**config.mk**
```make
export PLATFORM = sky130hd
export DESIGN_NAME = clk_edge_meter
export DESIGN_NICKNAME = d
export VERILOG_FILES = /design/src/rtl/clk_meter_pkg.sv /design/src/rtl/sync_edge_det.sv /design/src/rtl/clk_edge_meter.sv
export SDC_FILE = /design/constraint.sdc
export NUM_CORES = 1
export LEC_CHECK = 0
export BUFFER_PORTS_ARGS = -buffer_cell sky130_fd_sc_hd__buf_2
export CORE_ASPECT_RATIO = 1.2
export CORE_MARGIN = 2
export CORE_UTILIZATION = 56
export CTS_BUF_LIST = sky130_fd_sc_hd__clkbuf_8 sky130_fd_sc_hd__clkbuf_16
export DETAILED_ROUTE_END_ITERATION = 10
export GPL_TIMING_DRIVEN = 0
export PLACE_DENSITY_LB_ADDON = 0.25
export SLEW_MARGIN = 10
export SYNTH_ARGS = -nofsm -noshare
export SYNTH_HDL_FRONTEND = slang
export SYNTH_SLANG_ARGS = --single-unit
```
**constraint.sdc**
```tcl
create_clock -name clk_in -period 4.35 [get_ports clk_in]
set_clock_uncertainty 0.1 [all_clocks]
set_input_delay 0.6525 -clock clk_in [delete_from_list [all_inputs] [get_ports clk_in]]
set_output_delay 0.6525 -clock clk_in [all_outputs]
set_load 0.02 [all_outputs]
```
**src/rtl/clk_meter_pkg.sv**
```systemverilog
// Shared types and defaults for the slow-clock edge meter.
// Optional duty check in clk_edge_meter is enabled by CLK_EDGE_METER_DUTY_CHECK_EN.
package clk_meter_pkg;

    localparam int unsigned CNT_W_DEFAULT = 32;

    typedef enum logic [1:0] {
        UNLOCKED  = 2'd0,
        ACQUIRING = 2'd1,
        LOCKED    = 2'd2
    } lock_state_e;

endpackage

```
**src/rtl/sync_edge_det.sv**
```systemverilog
// Synchroniser for an asynchronous slow clock, with registered rise/fall strobes.
// The *_det_o outputs lead the strobes by one cycle so the owner can register results alongside them.
module sync_edge_det #(
    parameter int unsigned SYNC_STAGES = 2
) (
    input  logic clk_i,
    input  logic rst_i,
    input  logic sig_i,
    output logic rise_det_o,
    output logic fall_det_o,
    output logic rise_pulse_o,
    output logic fall_pulse_o
);

    localparam int unsigned ARM_CYCLES = SYNC_STAGES + 1;
    localparam int unsigned ARM_W      = $clog2(ARM_CYCLES + 1);

    logic [SYNC_STAGES-1:0] sync_q;
    logic [SYNC_STAGES-1:0] sync_d;
    logic                   prev_q;
    logic [ARM_W-1:0]       arm_cnt_q;
    logic                   armed;
    logic                   sync_out;
    logic                   rise_q;
    logic                   fall_q;

    assign sync_d   = {sync_q[SYNC_STAGES-2:0], sig_i};
    assign sync_out = sync_q[SYNC_STAGES-1];

    // Held off until the chain and prev have both seen the live input, so a
    // level that was already high at reset release is not reported as a rise.
    assign armed      = (arm_cnt_q == ARM_W'(ARM_CYCLES));
    assign rise_det_o = armed &  sync_out & ~prev_q;
    assign fall_det_o = armed & ~sync_out &  prev_q;

    always_ff @(posedge clk_i) begin
        // NOTE: non-blocking assignments let every flop sample the pre-edge
        // value of its neighbour, which is what makes the chain a shift register.
        if (rst_i) begin
            sync_q    <= '0;
            prev_q    <= 1'b0;
            arm_cnt_q <= '0;
            rise_q    <= 1'b0;
            fall_q    <= 1'b0;
        end else begin
            sync_q <= sync_d;
            prev_q <= sync_out;
            if (!armed) begin
                arm_cnt_q <= arm_cnt_q + ARM_W'(1);
            end
            rise_q <= rise_det_o;
            fall_q <= fall_det_o;
        end
    end

    assign rise_pulse_o = rise_q;
    assign fall_pulse_o = fall_q;

endmodule

```
**src/rtl/clk_edge_meter.sv**
```systemverilog
// Measures half-period, period, lock and timeout of a slow clock seen from clk_in.
// Define CLK_EDGE_METER_DUTY_CHECK_EN to build the high/low balance check behind duty_err.
module clk_edge_meter
    import clk_meter_pkg::*;
#(
    parameter int unsigned SYNC_STAGES = 2,
    parameter int unsigned CNT_W       = CNT_W_DEFAULT,
    parameter int unsigned TIMEOUT     = 1_000_000,
    parameter int unsigned LOCK_TOL    = 2,
    parameter int unsigned LOCK_COUNT  = 4
) (
    input  logic             clk_in,
    input  logic             rst,
    input  logic             div_clk_in,
    output logic             rise_pulse,
    output logic             fall_pulse,
    output logic [CNT_W-1:0] half_period,
    output logic [CNT_W-1:0] period,
    output logic             period_valid,
    output logic             locked,
    output logic             timeout,
    output logic             duty_err
);

    localparam logic [CNT_W-1:0] TIMEOUT_C  = CNT_W'(TIMEOUT);
    localparam logic [CNT_W-1:0] LOCK_TOL_C = CNT_W'(LOCK_TOL);
    localparam int unsigned      MATCH_W    = $clog2(LOCK_COUNT + 1);
    localparam logic [MATCH_W-1:0] LOCK_COUNT_C = MATCH_W'(LOCK_COUNT);

    function automatic logic [CNT_W-1:0] abs_diff(input logic [CNT_W-1:0] a,
                                                  input logic [CNT_W-1:0] b);
        return (a >= b) ? (a - b) : (b - a);
    endfunction

    logic rise_det;
    logic fall_det;
    logic any_edge;

    sync_edge_det #(
        .SYNC_STAGES (SYNC_STAGES)
    ) u_sync_edge_det (
        .clk_i        (clk_in),
        .rst_i        (rst),
        .sig_i        (div_clk_in),
        .rise_det_o   (rise_det),
        .fall_det_o   (fall_det),
        .rise_pulse_o (rise_pulse),
        .fall_pulse_o (fall_pulse)
    );

    assign any_edge = rise_det | fall_det;

    logic [CNT_W-1:0]   edge_cnt_q,     edge_cnt_d;
    logic               have_edge_q,    have_edge_d;
    logic [CNT_W-1:0]   high_time_q,    high_time_d;
    logic               high_valid_q,   high_valid_d;
    logic [CNT_W-1:0]   low_time_q,     low_time_d;
    logic               low_valid_q,    low_valid_d;
    logic [CNT_W-1:0]   half_period_q,  half_period_d;
    logic [CNT_W-1:0]   period_q,       period_d;
    logic               period_valid_q, period_valid_d;
    logic               timeout_q,      timeout_d;
    lock_state_e        state_q,        state_d;
    logic [MATCH_W-1:0] match_q,        match_d;
    logic               locked_q,       locked_d;

    logic [CNT_W-1:0] cnt_inc;
    logic             hit_timeout;
    logic [CNT_W:0]   period_sum;
    logic [CNT_W-1:0] period_sat;
    logic [CNT_W-1:0] ref_time;
    logic             ref_valid;
    logic             cmp_valid;
    logic             cmp_ok;

    assign cnt_inc     = (edge_cnt_q >= TIMEOUT_C) ? TIMEOUT_C : edge_cnt_q + CNT_W'(1);
    assign hit_timeout = ~any_edge & (cnt_inc == TIMEOUT_C);

    // The edge being measured completes the low half, so it joins the stored high half.
    assign period_sum = {1'b0, high_time_q} + {1'b0, edge_cnt_q};
    assign period_sat = period_sum[CNT_W] ? '1 : period_sum[CNT_W-1:0];

    assign ref_time  = rise_det ? low_time_q  : high_time_q;
    assign ref_valid = rise_det ? low_valid_q : high_valid_q;
    assign cmp_valid = any_edge & have_edge_q & ref_valid;
    assign cmp_ok    = (abs_diff(edge_cnt_q, ref_time) <= LOCK_TOL_C);

    always_comb begin
        // NOTE: every _d takes its hold value first, so no path through the
        // branches below can leave a signal unassigned and infer a latch.
        edge_cnt_d     = cnt_inc;
        have_edge_d    = have_edge_q;
        high_time_d    = high_time_q;
        high_valid_d   = high_valid_q;
        low_time_d     = low_time_q;
        low_valid_d    = low_valid_q;
        half_period_d  = half_period_q;
        period_d       = period_q;
        period_valid_d = period_valid_q;
        timeout_d      = timeout_q;

        if (any_edge) begin
            edge_cnt_d = CNT_W'(1);
            timeout_d  = 1'b0;
            if (!have_edge_q) begin
                have_edge_d = 1'b1;
            end else begin
                half_period_d = edge_cnt_q;
                if (fall_det) begin
                    high_time_d  = edge_cnt_q;
                    high_valid_d = 1'b1;
                end else begin
                    low_time_d  = edge_cnt_q;
                    low_valid_d = 1'b1;
                    if (high_valid_q) begin
                        period_d       = period_sat;
                        period_valid_d = 1'b1;
                    end
                end
            end
        end else if (hit_timeout) begin
            timeout_d      = 1'b1;
            have_edge_d    = 1'b0;
            high_valid_d   = 1'b0;
            low_valid_d    = 1'b0;
            period_valid_d = 1'b0;
        end
    end

    always_comb begin
        state_d = state_q;
        match_d = match_q;

        if (hit_timeout) begin
            state_d = UNLOCKED;
            match_d = '0;
        end else if (cmp_valid) begin
            if (!cmp_ok) begin
                state_d = UNLOCKED;
                match_d = '0;
            end else begin
                unique case (state_q)
                    UNLOCKED: begin
                        match_d = MATCH_W'(1);
                        state_d = (match_d >= LOCK_COUNT_C) ? LOCKED : ACQUIRING;
                    end
                    ACQUIRING: begin
                        match_d = match_q + MATCH_W'(1);
                        state_d = (match_d >= LOCK_COUNT_C) ? LOCKED : ACQUIRING;
                    end
                    default: begin
                        state_d = LOCKED;
                    end
                endcase
            end
        end

        locked_d = (state_d == LOCKED);
    end

    always_ff @(posedge clk_in) begin
        if (rst) begin
            edge_cnt_q     <= '0;
            have_edge_q    <= 1'b0;
            high_time_q    <= '0;
            high_valid_q   <= 1'b0;
            low_time_q     <= '0;
            low_valid_q    <= 1'b0;
            half_period_q  <= '0;
            period_q       <= '0;
            period_valid_q <= 1'b0;
            timeout_q      <= 1'b0;
            state_q        <= UNLOCKED;
            match_q        <= '0;
            locked_q       <= 1'b0;
        end else begin
            edge_cnt_q     <= edge_cnt_d;
            have_edge_q    <= have_edge_d;
            high_time_q    <= high_time_d;
            high_valid_q   <= high_valid_d;
            low_time_q     <= low_time_d;
            low_valid_q    <= low_valid_d;
            half_period_q  <= half_period_d;
            period_q       <= period_d;
            period_valid_q <= period_valid_d;
            timeout_q      <= timeout_d;
            state_q        <= state_d;
            match_q        <= match_d;
            locked_q       <= locked_d;
        end
    end

`ifdef CLK_EDGE_METER_DUTY_CHECK_EN
    logic duty_err_q;

    always_ff @(posedge clk_in) begin
        if (rst) begin
            duty_err_q <= 1'b0;
        end else if (hit_timeout) begin
            duty_err_q <= 1'b0;
        end else if (rise_det && have_edge_q && high_valid_q) begin
            duty_err_q <= (abs_diff(high_time_q, edge_cnt_q) > LOCK_TOL_C);
        end
    end

    assign duty_err = duty_err_q;
`else
    assign duty_err = 1'b0;
`endif

    assign half_period  = half_period_q;
    assign period       = period_q;
    assign period_valid = period_valid_q;
    assign locked       = locked_q;
    assign timeout      = timeout_q;

endmodule

```
==> results of run 1 <==
worst max-delay path, cell delays in order, from the launching register on:
cell and delay (ns):
dfxtp_2 0.34, nor2b_4 0.21, nand2_8 0.11, buf_4 0.16
clkbuf_16 0.16, mux2_2 0.25, inv_1 0.05, ha_1 0.24
a21oi_2 0.23, o21a_1 0.17, o21ai_1 0.07, a221o_1 0.44
or3_1 0.41, buf_6 0.17, buf_12 0.13, o21ai_1 0.23
mux2i_2 0.33, nand4b_4 0.23, a311oi_2 0.30, o221a_1 0.20
flip-flops by register name, summed over array words and instances (netlist names), 2 cells and up:
name                       count
low_time_q                    32
half_period                   32
state_q                        2
period                        32
match_q                        3
high_time_q                   32
u_sync_edge_det.sync_q         2
edge_cnt_q                    32
u_sync_edge_det.arm_cnt_q      2
per-stage QoR:
stage	setup slack, ns	area, µm²	utilization, %
5_1_grt	-0.387	14400	69.3
4_1_cts	-0.250	13900	66.8
6_report	-0.249	14400	69.3
3_3_place_gp	-1.40	12600	60.4
3_5_place_dp	-1.42	12600	60.4
2_1_floorplan	0.00710	11900	-
cells by family after synthesis:
kind of cell             after synthesis
XOR/XNOR                              88
buffers and inverters                174
flip-flops                           178
AND/OR/NAND/NOR                      506
multiplexers                          46
other                                  1
adder cells (fa/ha/maj)              102
AO/OA/AOI/OAI                        428
metal layers:
metal / part of all wire, % / wire length, µm / global-route usage, %
met5: 0 / 0 / 0
met4: 5.7 / 2170 / 20.0
met3: 5.9 / 2250 / 5.06
met2: 48 / 18300 / 56.5
met1: 40 / 15300 / 39.7
timing repair:
action                                  in CTS  in global routing
hold buffers                                 0                  0
gates resized for setup                    108                 87
pin swaps                                   33                 49
cloned                                       2                  0
setup buffers                               28                 20
endpoints found under the setup margin      36                 40
power by group through the flow:
stage,Sequential (µW),Combinational [µW],Clock [µW]
final,1680,422,1550
after detailed placement,1710,324,0
after global placement,1710,321,0
after global routing,1680,453,1630
after floorplan,1700,248,0
after CTS,1680,376,1550
Yosys cell counts, types with 20 or more instances:
master and instances:
a211oi_1 37, a21o_1 37, a21oi_1 197, clkbuf_1 64
dfxtp_1 178, ha_1 99, inv_1 86, mux2_2 31
nand2_1 252, nand3_1 33, nor2_1 83, nor2b_1 22
nor3_1 20, o21ai_0 62, xnor2_1 55, xor2_1 33
path summary, 6_finish.rpt:
check,depth (start not counted),start,slack (ns),endpoint
min,2,div_clk_in,0.33,u_sync_edge_det.sync_q[0]
min reg2reg,1,u_sync_edge_det.sync_q[0],0.34,u_sync_edge_det.sync_q[1]
max reg2reg,19,u_sync_edge_det.sync_q[1],-0.25,match_q[0]
max,19,u_sync_edge_det.sync_q[1],-0.25,match_q[0]
layout make-up:
cell class | count | area (µm²) | share of cell area (%)
inverter | 87 | 327 | 2.26
tap | 270 | 338 | 2.34
clock inverter | 14 | 151 | 1.05
multi-input combinational | 1183 | 8350 | 57.8
timing repair buffer | 119 | 786 | 5.44
buffer | 81 | 474 | 3.29
sequential | 178 | 3570 | 24.7
clock buffer | 18 | 439 | 3.04
==> summary.md, run 1 <==
| Metric | Value |
|---|---|
| Crit end category | register |
| Total power | 3650 µW |
| Placer Congestion | 0.964 |
| # Max-Cap Violations | 0 |
| EDFF count, synth | 0 |
| First-pass GRT wire length | between 50000 and 60000 µm |
| Fin nets | around 1800 |
| Final hold vios | 0 |
| H-tree levels | 4 |
| Register area share after synthesis | 30.1% |
| Cells after Synth | approximately 1500 |
| I/O pin cnt | 73 |
| Power per cell area | 253 nW/µm² |
| Largest area contributor in the netlist | dfxtp_1 |
| Die Height | roughly 160 µm |
| Worst vdd ir | 0.364 mV |
| Critical Path RT | roughly 4.6 ns |
| Failing checks | negative setup slack |
| P_sw | 969 µW |
| Antenna viol nets, final | 0 |
| Starting Density | ~57% |
| Hold Crit Class | in -> reg |
| Worst Path Max Fanout | 10 |
| Clock Sink Count | between 150 and 200 |
| CTS tree | done |
| First-pass DRT Iterations | 5 |
| Rel. slew slack | around 30% |
| Largest net degree at the start of global routing | 17 |
| Vias in the first global route | roughly 11000 |
| Initial antenna violation count | 0 |
| Final period demand of the worst path | 4.60 ns |
| CTS root buf | clkbuf_16 |
| WP data arrival | 4.88 ns |
| Final setup TNS | -1.12 ns |
| Hpwl dp | roughly 28000 µm |
| Die area | 22300 µm² |
| Sequential Power Share | between 40% and 50% |
| Top area cells in the synthesized netlist | dfxtp_1 (30%), ha_1 (10%), a21oi_1 (8.3%) |
| Max Transition Viols Final | 0 |
| Largest family of logic cells by synthesized area | compound AO/OA/AOI/OAI gates |
| Seq cells post-synth | about 180 |
| Share of layout cells above drive strength 1 | roughly a fifth |
| Cts bufs inserted | 17 |
| Clock Latency Late Sink | 0.43 ns |
| Hold WS | around 0.33 ns |
| CP Launch Type | register |
| Top cell type's share of synthesized area | between 30% and 40% |
| Row cnt | 58 |
| RSZ-0062 raised after global routing | true |
| Sw Share | around a quarter |
| Yosys warns | 0 |
| Most frequent cells in the layout | nand2_1 (242), a21oi_1 (176), dfxtp_1 (173) |
| Post-synthesis cell type count | slightly above 80 |
| Gate power share | a little under an eighth |
| Synth Area in Adders | a little over a tenth |
| Core box area | about 21000 µm² |
| Setup CP Type | reg -> reg |
| Post-route DRC | 0 |
| Vias per std cell | around 6 |
| Final WL | between 30000 and 40000 µm |
| Initial drt markers | roughly 990 |
| Post-synthesis xor/xnor area fraction | roughly 6.5% |
| Post-synthesis compound-gate area fraction | around 22% |
| Int Power | roughly 2700 µW |
| Vias | ~12000 |
| Buffers on Ports | 70 |
| Finished Layout Cells | just under 2000 |
| Grt ovf | 0 |
| Clock power share | roughly 43% |
| Tightest Pin Transition | about 1.0 ns |
| Leak | about 0.0058 µW |
| Area added between synthesis and finish | 21.8% |
| Placed Cells | ~1900 |
| Max Fclk | about 0.22 GHz |
| Synth Flop Type | dfxtp_1 |
| Cell Area, Synth | roughly 12000 µm² |
| Total GRT Usage | 33.4% |
| # setup viols final | 6 |
| Most common cell after layout, fill and taps aside | nand2_1 |
| Mean Syn Cell Area | 7.78 µm² |
| Fillers | about 1700 |
| Fin crit share | 106% |
| Mux share of post-synthesis cell area | around 4.2% |
| WL/cell | 19.5 µm |
| Post-synthesis simple-gate area fraction | 20.0% |
| Clk buf depth | 2 |
| Die X | about 140 µm |
| Clk pin slew, worst setup/hold paths | approximately 0.07 ns |
| Async S/R FF share, synth | 0% |
| Status | complete, but fails checks |
| Diode count | 0 |
| Final worst setup slack | -0.249 ns |
No activity file was read; power rests on OpenSTA's default activity.
==> run 2: changes to the inputs <==
- CORE_UTILIZATION: 56 -> 55
==> run 2 against run 1 <==
The run still ends with negative setup slack left. Worst hold slack got worse by 0.0090 ns. Sequential power about the same. Fmax grew 0.57%. Critical path depth is 2 higher. Global-route usage decreased by 0.44 points. First-iteration DRC count decreased by 11%. Cell count fell by 0.26%.
==> summary.md, run 2 (synthesis results as in run 1) <==
| Metric | Value |
|---|---|
| Status | complete, but fails checks |
| Failing checks | negative setup slack |
| Clk pin slew, worst setup/hold paths | ~0.070 ns |
| CTS root buf | clkbuf_16 |
| Most used cell, CP | inv_2 |
| Final worst setup slack | -0.222 ns |
| Clock Sink Count | 178 |
| RSZ-0062 raised after global routing | true |
| Die X | 138 µm |
| First-pass GRT wire length | between 50000 and 60000 µm |
| Final WL | roughly 37000 µm |
| Fin crit share | 105% |
| Finished Layout Cells | ~1900 |
| Row cnt | between 50 and 60 |
| Critical path cell sequence | nor2b_4 -> nand2_8 -> clkbuf_16 -> mux2_4 -> inv_2 -> ha_4 -> inv_2 -> fa_2 -> a21oi_2 -> o211ai_1 -> a221oi_2 -> o221ai_2 -> inv_1 -> o21ai_2 -> or2_1 -> a2111oi_4 -> a311o_1 -> nand4_1 -> buf_6 -> a311oi_2 -> o221a_1 |
| Most common cell after layout, fill and taps aside | nand2_1 |
| I/O pin cnt | 73 |
| FF-to-FF Start | u_sync_edge_det.sync_q[1] |
| Vias in the first global route | roughly 11000 |
| Hold path start | div_clk_in |
| Setup CP Type | reg -> reg |
| Share of layout cells above drive strength 1 | between 10% and 20% |
| CTS tree | done |
| Power per cell area | around 260 nW/µm² |
| Die Height | 165 µm |
| Cts bufs inserted | 17 |
| Placed Cells | around 1900 |
| Sequential Power Share | between 40% and 50% |
| Critical path origin | u_sync_edge_det.sync_q[1] |
| Largest net degree at the start of global routing | 19 |
| Max stage delay on crit path | ~0.37 ns |
| Max Transition Viols Final | 0 |
| Grt ovf | 0 |
| WL/cell | between 15 and 20 µm |
| Fin nets | roughly 1800 |
| Hpwl dp | about 28000 µm |
| H-tree levels | 4 |
| Clk buf depth | 2 |
| # setup viols final | 6 |
| Final period demand of the worst path | about 4.6 ns |
| CP Launch Type | register |
| Initial antenna violation count | 0 |
| Final hold vios | 0 |
| Post-route DRC | 0 |
| Antenna viol nets, final | 0 |
| Tightest Pin Transition | ~1.1 ns |
| Worst Path Max Fanout | 7 |
| Starting Density | 56.3% |
| Int Power | 2740 µW |
| Clock Latency Late Sink | 0.44 ns |
| CP max-delay cell | a221oi_2 |
| Clock power share | between 40% and 50% |
| Critical Path RT | between 4 and 5 ns |
| Worst vdd ir | 0.317 mV |
| Area of the multi-input gates | just over 8000 µm² |
| Vias | around 12000 |
| Rel. slew slack | around 28% |
| First-pass DRT Iterations | 5 |
| Die area | roughly 23000 µm² |
| Fillers | around 1800 |
| Leak | 0.00574 µW |
| Total GRT Usage | around 33% |
| Initial drt markers | about 900 |
| Sw Share | 26.7% |
| Area added between synthesis and finish | 19.9% |
| # Max-Cap Violations | 0 |
| WP data arrival | 4.86 ns |
| Hold Crit Class | in -> reg |
| Gate power share | between 10% and 20% |
| Final Util | about two thirds |
| Vias per std cell | approximately 6 |
| Buffers on Ports | 70 |
| Core box area | ~21000 µm² |
| P_sw | 999 µW |
| Placer Congestion | slightly below 1 |
| Diode count | 0 |
| Max Fclk | about 0.22 GHz |
| FF+latch area | around 3600 µm² |
| Crit end category | register |
| Most frequent cells in the layout | nand2_1 (243), a21oi_1 (180), dfxtp_1 (173) |
run 2: critical path, delay by kind of cell (launching register included):
family | cells | cell delay, ns
compound gates | 9 | 1.91
fa+ha+maj | 2 | 0.48
simple gates | 4 | 0.73
flops | 1 | 0.34
buf+inv | 5 | 0.59
mux | 1 | 0.35
run 2: layout make-up:
cell class	instances	area share (%)
Tap cell	270	2.38
Clock inverter	15	1.48
Clock buffer	17	3.00
Timing Repair Buffer	113	4.91
Multi-Input combinational cell	1184	57.5
Buffer	81	3.22
Sequential cell	178	25.1
Inverter	87	2.34
run 2: metal layers:
metal	global-route usage, %	part of all wire, %
met5	0	0
met4	17.3	5.5
met2	56.9	48
met3	5.00	7.1
met1	39.3	39
run 2: path summary, 6_finish.rpt:
check                                                  to  slack, ns  depth (start not counted)
worst min register to register            half_period[28]       0.35                          2
worst max-delay path                           match_q[0]      -0.22                         21
worst max register to register                 match_q[0]      -0.22                         21
worst min-delay path            u_sync_edge_det.sync_q[0]       0.32                          2
run 2: power groups by stage:
stage / logic (µW) / clock network (µW) / registers (µW)
2_1_floorplan: 248 / 0 / 1700
3_3_place_gp: 322 / 0 / 1710
3_5_place_dp: 324 / 0 / 1710
4_1_cts: 384 / 1660 / 1680
5_1_grt: 442 / 1730 / 1680
6_report: 411 / 1660 / 1680
run 2: what timing repair did:
action                                  CTS  global route
endpoints found under the setup margin   38            40
pin swaps                                38            36
resized for setup                       101            40
gates cloned                              3             1
hold buffers                              0             0
buffers inserted                         25            15
run 2: through the flow:
step	hold slack (ns)	TNS (ns)	worst slack [ns]	power (µW)	cell area, µm²
after floorplan	0.314	0	0.00710	1950	11900
after global placement	0.331	-11.72	-1.21	2030	12600
after detailed placement	0.340	-12.00	-1.27	2040	12600
after CTS	0.317	-0.924	-0.175	3720	13900
after global routing	0.335	-2.19	-0.393	3850	14200
final	0.317	-1.06	-0.222	3740	14200
